`src/rtl/fetch_redirect_ctrl.sv`:
```
// fetch_redirect_ctrl
// IF-stage front-end control for the 5-stage MIPS pipeline. It arbitrates
// redirects from EX (taken branches) and ID (jumps), parks a redirect that
// arrives while instruction memory is not ready, and drives the PC's
// stall / jump_cs / Next_pc inputs. It also produces the IF/ID and ID/EX
// hold/flush strobes and two saturating performance counters.
//
// Ports:
//   clk, rst_n         clock, asynchronous active-low reset
//   imem_ready         instruction memory can return an instruction this cycle
//   load_use_hazard    load in EX feeds the instruction in ID
//   jmp_req/jmp_target ID-stage jump resolved this cycle and its target
//   br_taken/br_target EX-stage taken branch and its target
//   stall, jump_cs     to PC: hold pc_curr / load Next_pc
//   Next_pc            to PC: word-aligned redirect target (0 when idle)
//   hold_ifid          IF/ID keeps its contents
//   flush_ifid         IF/ID loads a bubble
//   flush_idex         ID/EX loads a bubble
//   misalign_err       registered pulse: winning target had nonzero [1:0]
//   stall_cnt          saturating count of stall cycles
//   redirect_cnt       saturating count of accepted redirects
module fetch_redirect_ctrl #(
    parameter int ADDR_W = 32,
    parameter int CNT_W  = 16
) (
    input  logic              clk,
    input  logic              rst_n,
    input  logic              imem_ready,
    input  logic              load_use_hazard,
    input  logic              jmp_req,
    input  logic [ADDR_W-1:0] jmp_target,
    input  logic              br_taken,
    input  logic [ADDR_W-1:0] br_target,
    output logic              stall,
    output logic              jump_cs,
    output logic [ADDR_W-1:0] Next_pc,
    output logic              hold_ifid,
    output logic              flush_ifid,
    output logic              flush_idex,
    output logic              misalign_err,
    output logic [CNT_W-1:0]  stall_cnt,
    output logic [CNT_W-1:0]  redirect_cnt
);

    logic              pend_valid;
    logic [ADDR_W-1:0] pend_target;
    logic              req_valid;
    logic [ADDR_W-1:0] req_target;
    logic              jmp_live;

    function automatic logic [CNT_W-1:0] sat_inc(input logic [CNT_W-1:0] c);
        if (c == {CNT_W{1'b1}}) begin
            return c;
        end
        return c + CNT_W'(1);
    endfunction

    // A jump is wrong-path when a redirect is already parked, and is itself
    // frozen in ID while a load-use hazard holds it there.
    assign jmp_live = jmp_req & ~load_use_hazard & ~pend_valid;

    // Branch is the oldest request, then the parked redirect, then a live jump.
    always_comb begin
        req_valid  = 1'b0;
        req_target = '0;
        if (rst_n) begin
            if (br_taken) begin
                req_valid  = 1'b1;
                req_target = br_target;
            end else if (pend_valid) begin
                req_valid  = 1'b1;
                req_target = pend_target;
            end else if (jmp_live) begin
                req_valid  = 1'b1;
                req_target = jmp_target;
            end
        end
    end

    assign Next_pc    = req_valid ? {req_target[ADDR_W-1:2], 2'b00} : '0;
    assign stall      = ~rst_n | ~imem_ready | (load_use_hazard & ~req_valid);
    assign jump_cs    = req_valid & imem_ready & rst_n;
    assign hold_ifid  = rst_n & load_use_hazard & ~req_valid;
    // Flushes fire in the request cycle even if the PC cannot take the
    // redirect yet; the parked target carries the redirect forward.
    assign flush_ifid = rst_n & (br_taken | jmp_live);
    assign flush_idex = rst_n & (br_taken | load_use_hazard);

    always_ff @(posedge clk or negedge rst_n) begin
        if (!rst_n) begin
            pend_valid  <= 1'b0;
            pend_target <= '0;
        end else if (req_valid && !imem_ready) begin
            pend_valid  <= 1'b1;
            pend_target <= req_target;
        end else if (req_valid && imem_ready) begin
            pend_valid  <= 1'b0;
        end
    end

    always_ff @(posedge clk or negedge rst_n) begin
        if (!rst_n) begin
            misalign_err <= 1'b0;
        end else begin
            misalign_err <= req_valid & (req_target[1:0] != 2'b00);
        end
    end

    always_ff @(posedge clk or negedge rst_n) begin
        if (!rst_n) begin
            stall_cnt    <= '0;
            redirect_cnt <= '0;
        end else begin
            if (stall) begin
                stall_cnt <= sat_inc(stall_cnt);
            end
            if (jump_cs && !stall) begin
                redirect_cnt <= sat_inc(redirect_cnt);
            end
        end
    end

endmodule

```
`config.mk`:
```
export PLATFORM = sky130hd
export DESIGN_NAME = fetch_redirect_ctrl
export DESIGN_NICKNAME = d
export VERILOG_FILES = /design/src/rtl/fetch_redirect_ctrl.sv
export SDC_FILE = /design/constraint.sdc
export NUM_CORES = 1
export LEC_CHECK = 0
export ABC_AREA = 1
export BUFFER_PORTS_ARGS = -buffer_cell sky130_fd_sc_hd__buf_2
export CAP_MARGIN = 0
export CORE_AREA = 5 5 98 100
export CTS_CLUSTER_DIAMETER = 50
export DETAILED_ROUTE_END_ITERATION = 12
export DIE_AREA = 0 0 103 105
export HOLD_SLACK_MARGIN = 0.06
export PLACE_DENSITY = 0.8
export SYNTH_ARGS = -nofsm -noshare
export SYNTH_HDL_FRONTEND = slang
export SYNTH_SLANG_ARGS = --single-unit
```
`constraint.sdc`:
```
create_clock -name clk -period 1.7 [get_ports clk]
set_clock_uncertainty 0.05 [all_clocks]
set_input_delay 0.17 -clock clk [delete_from_list [all_inputs] [get_ports clk]]
set_output_delay 0.17 -clock clk [all_outputs]
set_load 0.02 [all_outputs]
```
==> results.txt <==
----------------------------------------------------
[Run status]
  Outcome ... complete, but fails checks
  Violations in the final reports ... negative setup slack

[Clocking]
  Number of buffers created by CTS ... 9
  TritonCTS Sinks ... 66
  Register clock-pin slew on the reported worst setup and hold paths ... 70 ps
  Root buffer cell ... sky130_fd_sc_hd__clkbuf_8
  Buffer levels on the longest clock path ... 2
  CTS tree ... yes
  Clock insertion delay at the later pin of the skew report ... 340 ps
  Number of H-tree levels ... 3

[Floorplanning]
  Core region area ... approximately 0.0086 mm^2
  Chip Height ... 105 um
  I/O pin count ... 140
  Effective utilization at floorplan ... 50.4%
  Width of the die ... approximately 100 um
  Die area ... about 0.011 mm^2
  Rows ... 34

[Routing]
  Average wire per standard cell ... 14.1 um
  Via Count ... around 4.8k
  Number of remaining DRC errors ... 0
  Post-DRT Antenna Nets ... 0
  Number of vias per cell ... 5.39
  Final routed wirelength across all metal layers ... 12.6 mm
  Iter 0 DRT Violations ... 238
  Length of the first detailed-routing pass in iterations ... 8

[Timing]
  Final-report max-slew violation count ... 0
  Part of the cycle the worst path needs ... 106%
  RSZ-0062 raised after global routing ... yes
  Highest Clock Rate ... 554 MHz
  Time the final worst path needs with I/O delays and setup ... roughly 1800 ps
  Setup slack of the critical path after layout ... -106 ps
  Hold_ws ... 64.1 ps
  Final hold vios ... 0
  Setup violators final ... 30

[Placement]
  Post-detailed-placement half-perimeter wirelength ... 9.00 mm
  Number of port buffers ... 137
  Routability cong. ... 0.908
  Placed Cells ... 873
  Setup slack at placement ... 115 ps

[Logic synthesis]
  Share of async-settable or async-resettable flops after synthesis ... 100%
  Synthesized-area fraction occupied by xor and xnor cells ... 2.63%
  Post-synthesis simple-gate area fraction ... 42.7%
  Adder-cell share of the synthesized area ... 0.578%
  Number of synthesis warnings ... 0
  Synth Register Bits ... 66
  Dominant register cell in the synthesized netlist ... sky130_fd_sc_hd__dfrtp_1
  Mean Syn Cell Area ... 6.83 um^2
  Mux share of post-synthesis cell area ... 0%
  Most frequent cell after synthesis ... sky130_fd_sc_hd__nand2_1
  Share of the synthesized area in compound gates (AO/OA/AOI/OAI) ... 9.59%
  Top cell types by occurrence after synthesis ... 270 x sky130_fd_sc_hd__nand2_1, 66 x sky130_fd_sc_hd__dfrtp_1, 55 x sky130_fd_sc_hd__nand3_1, 37 x sky130_fd_sc_hd__nor2_1, 37 x sky130_fd_sc_hd__o21ai_0
  Share of the yosys chip area belonging to registers ... 38.1%
  Library cell with the largest summed area after synthesis ... sky130_fd_sc_hd__dfrtp_1
  Number of enable-type register cells in the synthesized netlist ... 0
  Distinct cells, synth ... 27
  Cell area after technology mapping ... 0.00433 mm^2
  Fraction of synthesized cell area taken by the top area cell type ... between 30% and 40%
  Synth area leaders ... sky130_fd_sc_hd__dfrtp_1 38%, sky130_fd_sc_hd__nand2_1 23%, sky130_fd_sc_hd__nand3_1 6.4%
  Count of mapped cells out of synthesis ... 634
  Main combinational cell family by area after synthesis ... simple AND/OR/NAND/NOR gates

[Final layout]
  Share of final-layout standard cells stronger than drive strength 1 ... between 20% and 30%
  Area added between synthesis and finish ... 31.3%
  # nets final ... about 860
  Antenna Diode Count ... 0
  Final Util ... 66.2%
  Final std cells w/o fill ... 897

[GRT]
  Residual overflow from global routing ... 0
  Number of global-route vias before repair ... 4684
  Largest net degree at the start of global routing ... 36
  Wire length of the first global-routing pass ... approximately 20 mm
  Overall track demand over capacity in global routing ... 23.1%
  Number of antenna violations at the first check in global routing ... 0

[Worst setup path]
  Critical Path AT ... roughly 1600 ps
  Crit Path Class ... flop to output pin
  CP required ... 1480 ps
  Largest fanout on the critical path ... 14
  Element type at the critical path start ... flop
  Capturing element type of the critical path ... output pin

[Power]
  Leakage Power ... 2.93 nW
  Max IR drop VDD ... approximately 540 uV
  PnR Total Power ... 4.93 mW
  Power per Cell Area ... 866 mW/mm^2

[Job]
  # Max-Cap Violations ... 0

[Min path]
  Worst hold path class ... input port to async pin

----------------------------------------------------
cell families after synthesis:
family                     after synthesis
and+or+nand+nor                        420
buffers and inverters                   59
adders and majority gates                2
xor gates and xnor gates                13
DFF                                     66
other                                    1
AOI/OAI and AO/OA                       73
where the power goes:
| group | leakage [nW] | internal, mW | switching, mW |
|---|---|---|---|
| clock network | 0.106 | 0.789 | 0.582 |
| logic | 1.95 | 0.607 | 0.920 |
| registers | 0.879 | 1.80 | 0.232 |
through the flow:
step,setup TNS [ps],instance area (um^2)
6_report,-1380,5690
5_1_grt,-3730,5690
4_1_cts,-1800,5600
3_5_place_dp,0,5230
3_3_place_gp,0,5230
2_1_floorplan,0,4340
layout by cell type (no fill, tap or decap), drive strengths merged, types with 13 or more instances in the layout:
master,instances
nand2,279
buf,169
dfrtp,66
nand3,56
nor2,42
o21ai,37
nand3b,31
a31oi,29
inv,27
clkbuf,13
repair_timing:
action	in CTS	in global routing
hold buffers	3	0
resized for setup	29	19
endpoints found under the hold margin	31	0
pin swaps	2	2
endpoints found under the setup margin	31	51
buffers inserted	2	4
cloned	1	0
critical path: stages (launching register included):
cell                      delay (ps)
sky130_fd_sc_hd__dfrtp_2         440
sky130_fd_sc_hd__nor2_4          180
sky130_fd_sc_hd__buf_12          170
sky130_fd_sc_hd__nand2_1          70
sky130_fd_sc_hd__a31oi_1         200
sky130_fd_sc_hd__buf_4           180
flip-flops by register name, summed over array words and instances (netlist names):
register / count
pend_valid: 1
redirect_cnt: 16
misalign_err: 1
pend_target: 32
stall_cnt: 16
layout make-up:
class / count / area (um^2)
multi-input cells: 510 / 2450
fillers: 748 / 2910
inverters: 27 / 101
clock buffers: 13 / 169
clock inverters: 2 / 35.0
well taps: 108 / 135
flip-flops and latches: 66 / 1650
repair buffers: 171 / 1140
final timing paths:
path / depth (start not counted) / from / slack [ps] / endpoint
worst max-delay path: 5 / pend_valid / -110 / Next_pc[24]
worst min-delay path: 3 / rst_n / 60 / pend_target[22]
worst max register to register: 7 / redirect_cnt[1] / 30 / redirect_cnt[8]
worst min register to register: 2 / pend_target[6] / 430 / pend_target[6]
max in group asynchronous: 4 / rst_n / 830 / stall_cnt[0]
min in group clk: 5 / jmp_target[1] / 100 / misalign_err
per-layer routing:
metal,track usage [%],wire length (um)
met5,0,0
met3,3.13,857
met1,28.7,5170
met2,39.9,6420
met4,8.79,174
No activity file was read; power rests on OpenSTA's default activity.
